[config.mk]
export PLATFORM = sky130hd
export DESIGN_NAME = fft8_bitrev_buffer
export DESIGN_NICKNAME = d
export VERILOG_FILES = /design/src/rtl/fft8_pkg.sv /design/src/rtl/fft8_bank.sv /design/src/rtl/fft8_bitrev_buffer.sv
export SDC_FILE = /design/constraint.sdc
export NUM_CORES = 1
export LEC_CHECK = 0
export ABC_AREA = 1
export ABC_CLOCK_PERIOD_IN_PS = 2700
export BUFFER_PORTS_ARGS = -buffer_cell sky130_fd_sc_hd__buf_2
export CAP_MARGIN = 15
export CORE_MARGIN = 2
export CORE_UTILIZATION = 30
export CTS_CLUSTER_DIAMETER = 100
export DETAILED_ROUTE_END_ITERATION = 12
export PLACE_DENSITY = 0.42
export SLEW_MARGIN = 10
export SYNTH_ARGS = -nofsm -noshare
export SYNTH_HDL_FRONTEND = slang
export SYNTH_SLANG_ARGS = --single-unit
[constraint.sdc]
create_clock -name clk -period 2.7 [get_ports clk]
set_input_delay 0.27 -clock clk [delete_from_list [all_inputs] [get_ports clk]]
set_output_delay 0.27 -clock clk [all_outputs]
set_load 0.02 [all_outputs]
[src/rtl/fft8_pkg.sv]
// Shared definitions for the 8-point DIT FFT pipeline.
// Used by the input bit-reverse buffer, the output reorder stage and the
// twiddle sequencer so all stages agree on frame size and index order.
//   N      : points per frame
//   LOG2N  : address width of a frame
//   DATA_W : complex sample width, [31:16] real FP16, [15:0] imaginary FP16
//   bitrev3: 3-bit bit reversal of a sample index
//   S1_NUM1_IDX / S1_NUM2_IDX : stage-1 operand sample indices per pair
package fft8_pkg;

  localparam int N      = 8;
  localparam int LOG2N  = 3;
  localparam int DATA_W = 32;

  function automatic logic [LOG2N-1:0] bitrev3(input logic [LOG2N-1:0] idx);
    return {idx[0], idx[1], idx[2]};
  endfunction

  // Element [p] is the sample index for pair p: (0,4) (2,6) (1,5) (3,7).
  localparam logic [3:0][LOG2N-1:0] S1_NUM1_IDX = {3'd3, 3'd1, 3'd2, 3'd0};
  localparam logic [3:0][LOG2N-1:0] S1_NUM2_IDX = {3'd7, 3'd5, 3'd6, 3'd4};

endpackage

[src/rtl/fft8_bank.sv]
// One frame of storage: N x DATA_W registers.
// Ports:
//   clk            : rising-edge clock
//   we             : write enable for this bank
//   waddr, wdata   : write address (natural sample index) and data
//   raddr1, rdata1 : combinational read port 1
//   raddr2, rdata2 : combinational read port 2
// Sample data is not reset; the owner qualifies reads with its own flags.
module fft8_bank
  import fft8_pkg::*;
(
  input  logic              clk,
  input  logic              we,
  input  logic [LOG2N-1:0]  waddr,
  input  logic [DATA_W-1:0] wdata,
  input  logic [LOG2N-1:0]  raddr1,
  output logic [DATA_W-1:0] rdata1,
  input  logic [LOG2N-1:0]  raddr2,
  output logic [DATA_W-1:0] rdata2
);

  logic [DATA_W-1:0] mem [N];

  always_ff @(posedge clk) begin
    if (we) begin
      mem[waddr] <= wdata;
    end
  end

  assign rdata1 = mem[raddr1];
  assign rdata2 = mem[raddr2];

endmodule

[src/rtl/fft8_bitrev_buffer.sv]
// Input reorder stage for the 8-point DIT FFT.
// Samples arrive in natural order and are written into one of two banks
// (ping-pong). A full bank is drained as four stage-1 butterfly operand
// pairs in bit-reversed order while the other bank fills.
// Ports:
//   clk, rst_n            : clock, asynchronous active-low reset
//   in_data/in_valid      : input sample stream, natural order
//   in_ready              : write bank has room
//   num1/num2             : upper/lower butterfly operands (0 when idle)
//   twiddle_index         : stage-1 twiddle, always 0
//   out_valid/out_ready   : operand pair handshake
//   out_pair/out_last     : pair number in frame, high on pair 3
// Handshake: a transfer happens on a rising edge where valid && ready are
// both high; the producer holds data stable while valid && !ready, and
// valid never depends combinationally on ready.
module fft8_bitrev_buffer
  import fft8_pkg::*;
(
  input  logic              clk,
  input  logic              rst_n,
  input  logic [DATA_W-1:0] in_data,
  input  logic              in_valid,
  output logic              in_ready,
  output logic [DATA_W-1:0] num1,
  output logic [DATA_W-1:0] num2,
  output logic [2:0]        twiddle_index,
  output logic              out_valid,
  input  logic              out_ready,
  output logic [1:0]        out_pair,
  output logic              out_last
);

  localparam logic [LOG2N-1:0] LAST_SAMPLE = 3'(N - 1);
  localparam logic [1:0]       LAST_PAIR   = 2'd3;

  logic [1:0]       full_q, full_nxt;
  logic             wr_bank_q, rd_bank_q;
  logic [LOG2N-1:0] wr_cnt_q;
  logic [1:0]       rd_pair_q;

  logic             wr_fire, rd_fire;
  logic             wr_frame_done, rd_frame_done;
  logic [LOG2N-1:0] rd_addr1, rd_addr2;
  logic [DATA_W-1:0] b0_rd1, b0_rd2, b1_rd1, b1_rd2;

  // Both handshake outputs decode flops only, so there is no path from
  // out_ready to out_valid or from in_valid to in_ready.
  assign in_ready  = !full_q[wr_bank_q];
  assign out_valid = full_q[rd_bank_q];

  assign wr_fire       = in_valid && in_ready;
  assign rd_fire       = out_valid && out_ready;
  assign wr_frame_done = wr_fire && (wr_cnt_q == LAST_SAMPLE);
  assign rd_frame_done = rd_fire && (rd_pair_q == LAST_PAIR);

  // A write only targets a non-full bank and a read only drains a full one,
  // so the set and the clear below always hit different bits.
  always_comb begin
    full_nxt = full_q;
    if (wr_frame_done) full_nxt[wr_bank_q] = 1'b1;
    if (rd_frame_done) full_nxt[rd_bank_q] = 1'b0;
  end

  always_ff @(posedge clk or negedge rst_n) begin
    if (!rst_n) begin
      full_q    <= '0;
      wr_bank_q <= 1'b0;
      rd_bank_q <= 1'b0;
      wr_cnt_q  <= '0;
      rd_pair_q <= '0;
    end else begin
      full_q <= full_nxt;
      if (wr_fire) begin
        wr_cnt_q <= wr_cnt_q + 3'd1;  // wraps 7 -> 0 naturally
        if (wr_frame_done) wr_bank_q <= ~wr_bank_q;
      end
      if (rd_fire) begin
        rd_pair_q <= rd_pair_q + 2'd1;  // wraps 3 -> 0 naturally
        if (rd_frame_done) rd_bank_q <= ~rd_bank_q;
      end
    end
  end

  // Pair p reads samples bitrev(2p) and bitrev(2p+1).
  assign rd_addr1 = bitrev3({rd_pair_q, 1'b0});
  assign rd_addr2 = bitrev3({rd_pair_q, 1'b1});

  fft8_bank u_bank0 (
    .clk    (clk),
    .we     (wr_fire && !wr_bank_q),
    .waddr  (wr_cnt_q),
    .wdata  (in_data),
    .raddr1 (rd_addr1),
    .rdata1 (b0_rd1),
    .raddr2 (rd_addr2),
    .rdata2 (b0_rd2)
  );

  fft8_bank u_bank1 (
    .clk    (clk),
    .we     (wr_fire && wr_bank_q),
    .waddr  (wr_cnt_q),
    .wdata  (in_data),
    .raddr1 (rd_addr1),
    .rdata1 (b1_rd1),
    .raddr2 (rd_addr2),
    .rdata2 (b1_rd2)
  );

  // The read bank is never written while full, so the operands stay stable
  // under backpressure. Zeroing when idle hides unreset bank contents.
  assign num1 = out_valid ? (rd_bank_q ? b1_rd1 : b0_rd1) : '0;
  assign num2 = out_valid ? (rd_bank_q ? b1_rd2 : b0_rd2) : '0;

  assign out_pair      = rd_pair_q;
  assign out_last      = out_valid && (rd_pair_q == LAST_PAIR);
  assign twiddle_index = 3'b000;

endmodule

==> summary.md <==
| Metric | Value |
|---|---|
| VDD IR max | `609 µV` |
| CP max-delay cell | `dfrtp_4` |
| Core ar. | `76100 µm²` |
| Post-Synth XOR/XNOR Area | `0.0759%` |
| Syn Inst Count | `2302` |
| Largest cells by area after synthesis | `edfxtp_1, nand2_1, inv_1` |
| Main flop type after synthesis | `edfxtp_1` |
| Fin crit period | `2610 ps` |
| Fin. max-slew vios | `0` |
| Critical Path Most Common Cell | `nor2_1` |
| Final Wtd Congestion | `0.735` |
| Vias per cell | `4.32` |
| Period utilization | `96.5%` |
| Final setup viols | `0` |
| Layout cells sized above 1 | `11.8%` |
| Top cell type's share of synthesized area | `66.6%` |
| Critical-path cell list | `clkinv_8, bufbuf_16, nand3_1, nand2_1, nor2_1, nor2_1, buf_2` |
| Fin. Hold Viols | `0` |
| EDFF count, synth | `512` |
| Fraction of the mapped netlist area in compound gates | `0.249%` |
| Chip height | `281 µm` |
| #FFs+latches synth | `521` |
| Post-synthesis simple-gate area fraction | `20.2%` |
| Worst-Margin Slew | `558 ps` |
| CP Max Fanout | `26` |
| Die span in x | `281 µm` |
| Required @ worst endpoint | `2430 ps` |
| Net total in the final layout | `2474` |
| Die ar. | `79200 µm²` |
| Post-route ant nets | `0` |
| Yosys synthesis warning count | `0` |
| Initial core utilization | `30.3%` |
| First-pass GRT wire length | `94600 µm` |
| Drt total wl | `63900 µm` |
| Drt pass-1 iters | `5` |
| CP startpoint kind | `register` |
| Skew final | `28.1 ps` |
| Min-Delay Path Class | `input port to register` |
| Seq/Total Area, Yosys | `67.6%` |
| Final core utilization | `35.9%` |
| Max_cap viols | `0` |
| Critical path data arrival time | `2340 ps` |
| Total track usage | `16.0%` |
| Most numerous cell in the Yosys netlist | `nand2_1` |
| Vias in the first global route | `14782` |
| Dpl cell area | `25000 µm²` |
| Filler cells | `7639` |
| Cell taking the most area after synthesis | `edfxtp_1` |
| Avg Cell Area, Syn | `10.0 µm²` |
| Final instance area | `27300 µm²` |
| Run status | `completed` |
| Initial antenna violation count | `3` |
| Final setup margin | `93.6 ps` |
| Power Total | `28.5 mW` |
| # H-tree levels | `2` |
| CTS sink cnt | `521` |
| CTS tree | `done` |
| CP Capture Type | `primary output` |
| Post-DP HPWL | `34800 µm` |
| Pre-CTS setup slack | `319 ps` |
| Remaining DRCs | `0` |
| Unique masters post-synth | `21` |
| GR Overflow Total | `0` |
| Largest family of logic cells by synthesized area | `simple AND/OR/NAND/NOR gates` |
| Async S/R FF share, synth | `1.73%` |
| RSZ-0062 raised after global routing | `yes` |
| Storage element area | `15600 µm²` |
| Fmax | `384 MHz` |
| Reg clk slew, reported paths | `60 ps` |
| Pwr/cell area | `1040 nW/µm²` |
| Row cnt | `101` |
| Port bufs | `104` |
| Worst stage delay on the critical path | `540 ps` |
| CP Class | `register to primary output` |
| Post-synth top cells | `nand2_1, inv_1, edfxtp_1` |
| Largest net degree at the start of global routing | `81` |
| Post-synthesis adder-cell area fraction | `0.163%` |
| Vias post-DR | `15172` |
| Multiplexer area fraction after synthesis | `0%` |
| Worst hold margin | `29.3 ps` |
| Clk buf depth | `3` |
| Wire per inst | `18.2 µm` |
| Root Buffer | `clkbuf_16` |
| Cell Area, Synth | `23100 µm²` |
| Layout area overhead | `18.2%` |
| Lkg Pwr | `12.0 nW` |
| Relative slew slack | `62.4%` |
| Worst skew pair latency | `630 ps` |
| Multi-input logic area | `4940 µm²` |
| CTS Buf Count | `59` |
| IO Count | `108` |
| Initial drt markers | `997` |
==> report_power, final <==
part           switching, mW  internal [mW]  leakage [nW]
Sequential             0.267           9.38          4.71
Clock                   3.30           4.61         0.920
Combinational           7.55           3.37          6.41
==> critical path, delay by kind of cell (launching register included) <==
| kind | cells | cell delay, ps |
|---|---|---|
| flip-flops | 1 | 540 |
| buffers and inverters | 3 | 680 |
| AND/OR/NAND/NOR | 4 | 470 |
==> timing repair <==
action                                  in CTS  in global routing
pin swaps                                    0                  1
endpoints found under the setup margin      42                 44
hold endpoints to repair                    50                  0
resized for setup                           13                 16
setup buffers                                2                  5
cloned                                       3                  3
hold buffers                                 5                  0
==> cell usage in the layout, fill, tap and decap left out, types with 2 or more instances in the layout <==
cell	netlist	final
clkinvlp_4	0	3
a21oi_1	3	3
o21ai_0	5	5
buf_16	0	5
inv_6	0	2
nor2_4	0	17
edfxtp_1	512	512
ha_1	3	3
clkinv_8	0	2
bufbuf_16	0	2
dfrtp_4	0	3
buf_6	26	3
clkinv_1	0	13
nor2_2	0	9
clkbuf_16	0	61
dlygate4sd3_1	0	5
buf_2	71	104
conb_1	1	3
inv_1	525	524
inv_8	0	3
nor2_1	148	122
bufinv_16	0	6
buf_12	0	19
clkbuf_1	1	8
nand3_1	330	330
nand2_1	648	648
xor2_1	2	2
buf_4	8	38
dfrtp_1	9	6
clkinv_2	0	10
nand4_1	2	2
==> layer usage <==
metal / GRT usage [%] / vias to the layer above / routed length (µm)
met4: 4.61 / 2 / 1560
met2: 26.5 / 273 / 30200
met1: 21.7 / 7330 / 29500
met3: 2.58 / 94 / 2590
met5: 0 / - / 13
li1: - / 7473 / -
==> state kept, by name, summed over array words and instances, names as in the netlist <==
signal and flops:
u_bank1.mem 256, wr_cnt_q 3, rd_bank_q 1, u_bank0.mem 256
wr_bank_q 1, out_pair 2, full_q 2
==> path summary, 6_finish.rpt <==
path	endpoint	from	slack, ps	depth (start not counted)
max in group asynchronous	out_pair[1]	rst_n	2370	2
min in group asynchronous	rd_bank_q	rst_n	60	2
setup / recovery	num2[3]	out_pair[0]	90	7
hold reg to reg	wr_bank_q	wr_bank_q	620	2
hold / removal	u_bank0.mem[6][24]	in_data[24]	30	1
setup reg to reg	u_bank1.mem[2][5]	wr_bank_q	330	6
==> cell families (layout without fill, tap and decap cells) <==
family                     after synthesis  count (layout)
buffers and inverters                  636             811
and+or+nand+nor                       1129            1129
AOI/OAI and AO/OA                       10              10
other                                    1               4
DFF                                    521             521
xor gates and xnor gates                 2               2
adders and majority gates                3               3
==> cell type report <==
class / instances / area share (%)
diodes: 1 / 0.00917
clock buffers: 68 / 5.61
clock inverters: 37 / 1.30
inverters: 526 / 7.38
multi-input cells: 1147 / 18.1
flip-flops and latches: 521 / 57.2
well taps: 1030 / 4.72
repair buffers: 178 / 5.55
repair inverters: 2 / 0.0826
==> per-stage QoR <==
step	instances	TNS [ps]
2_1_floorplan	2304	-125130
3_3_place_gp	3386	0
3_5_place_dp	3386	0
4_1_cts	3501	0
5_1_grt	3509	-35.8
6_report	3510	0
(Power assumes the default switching activity.)
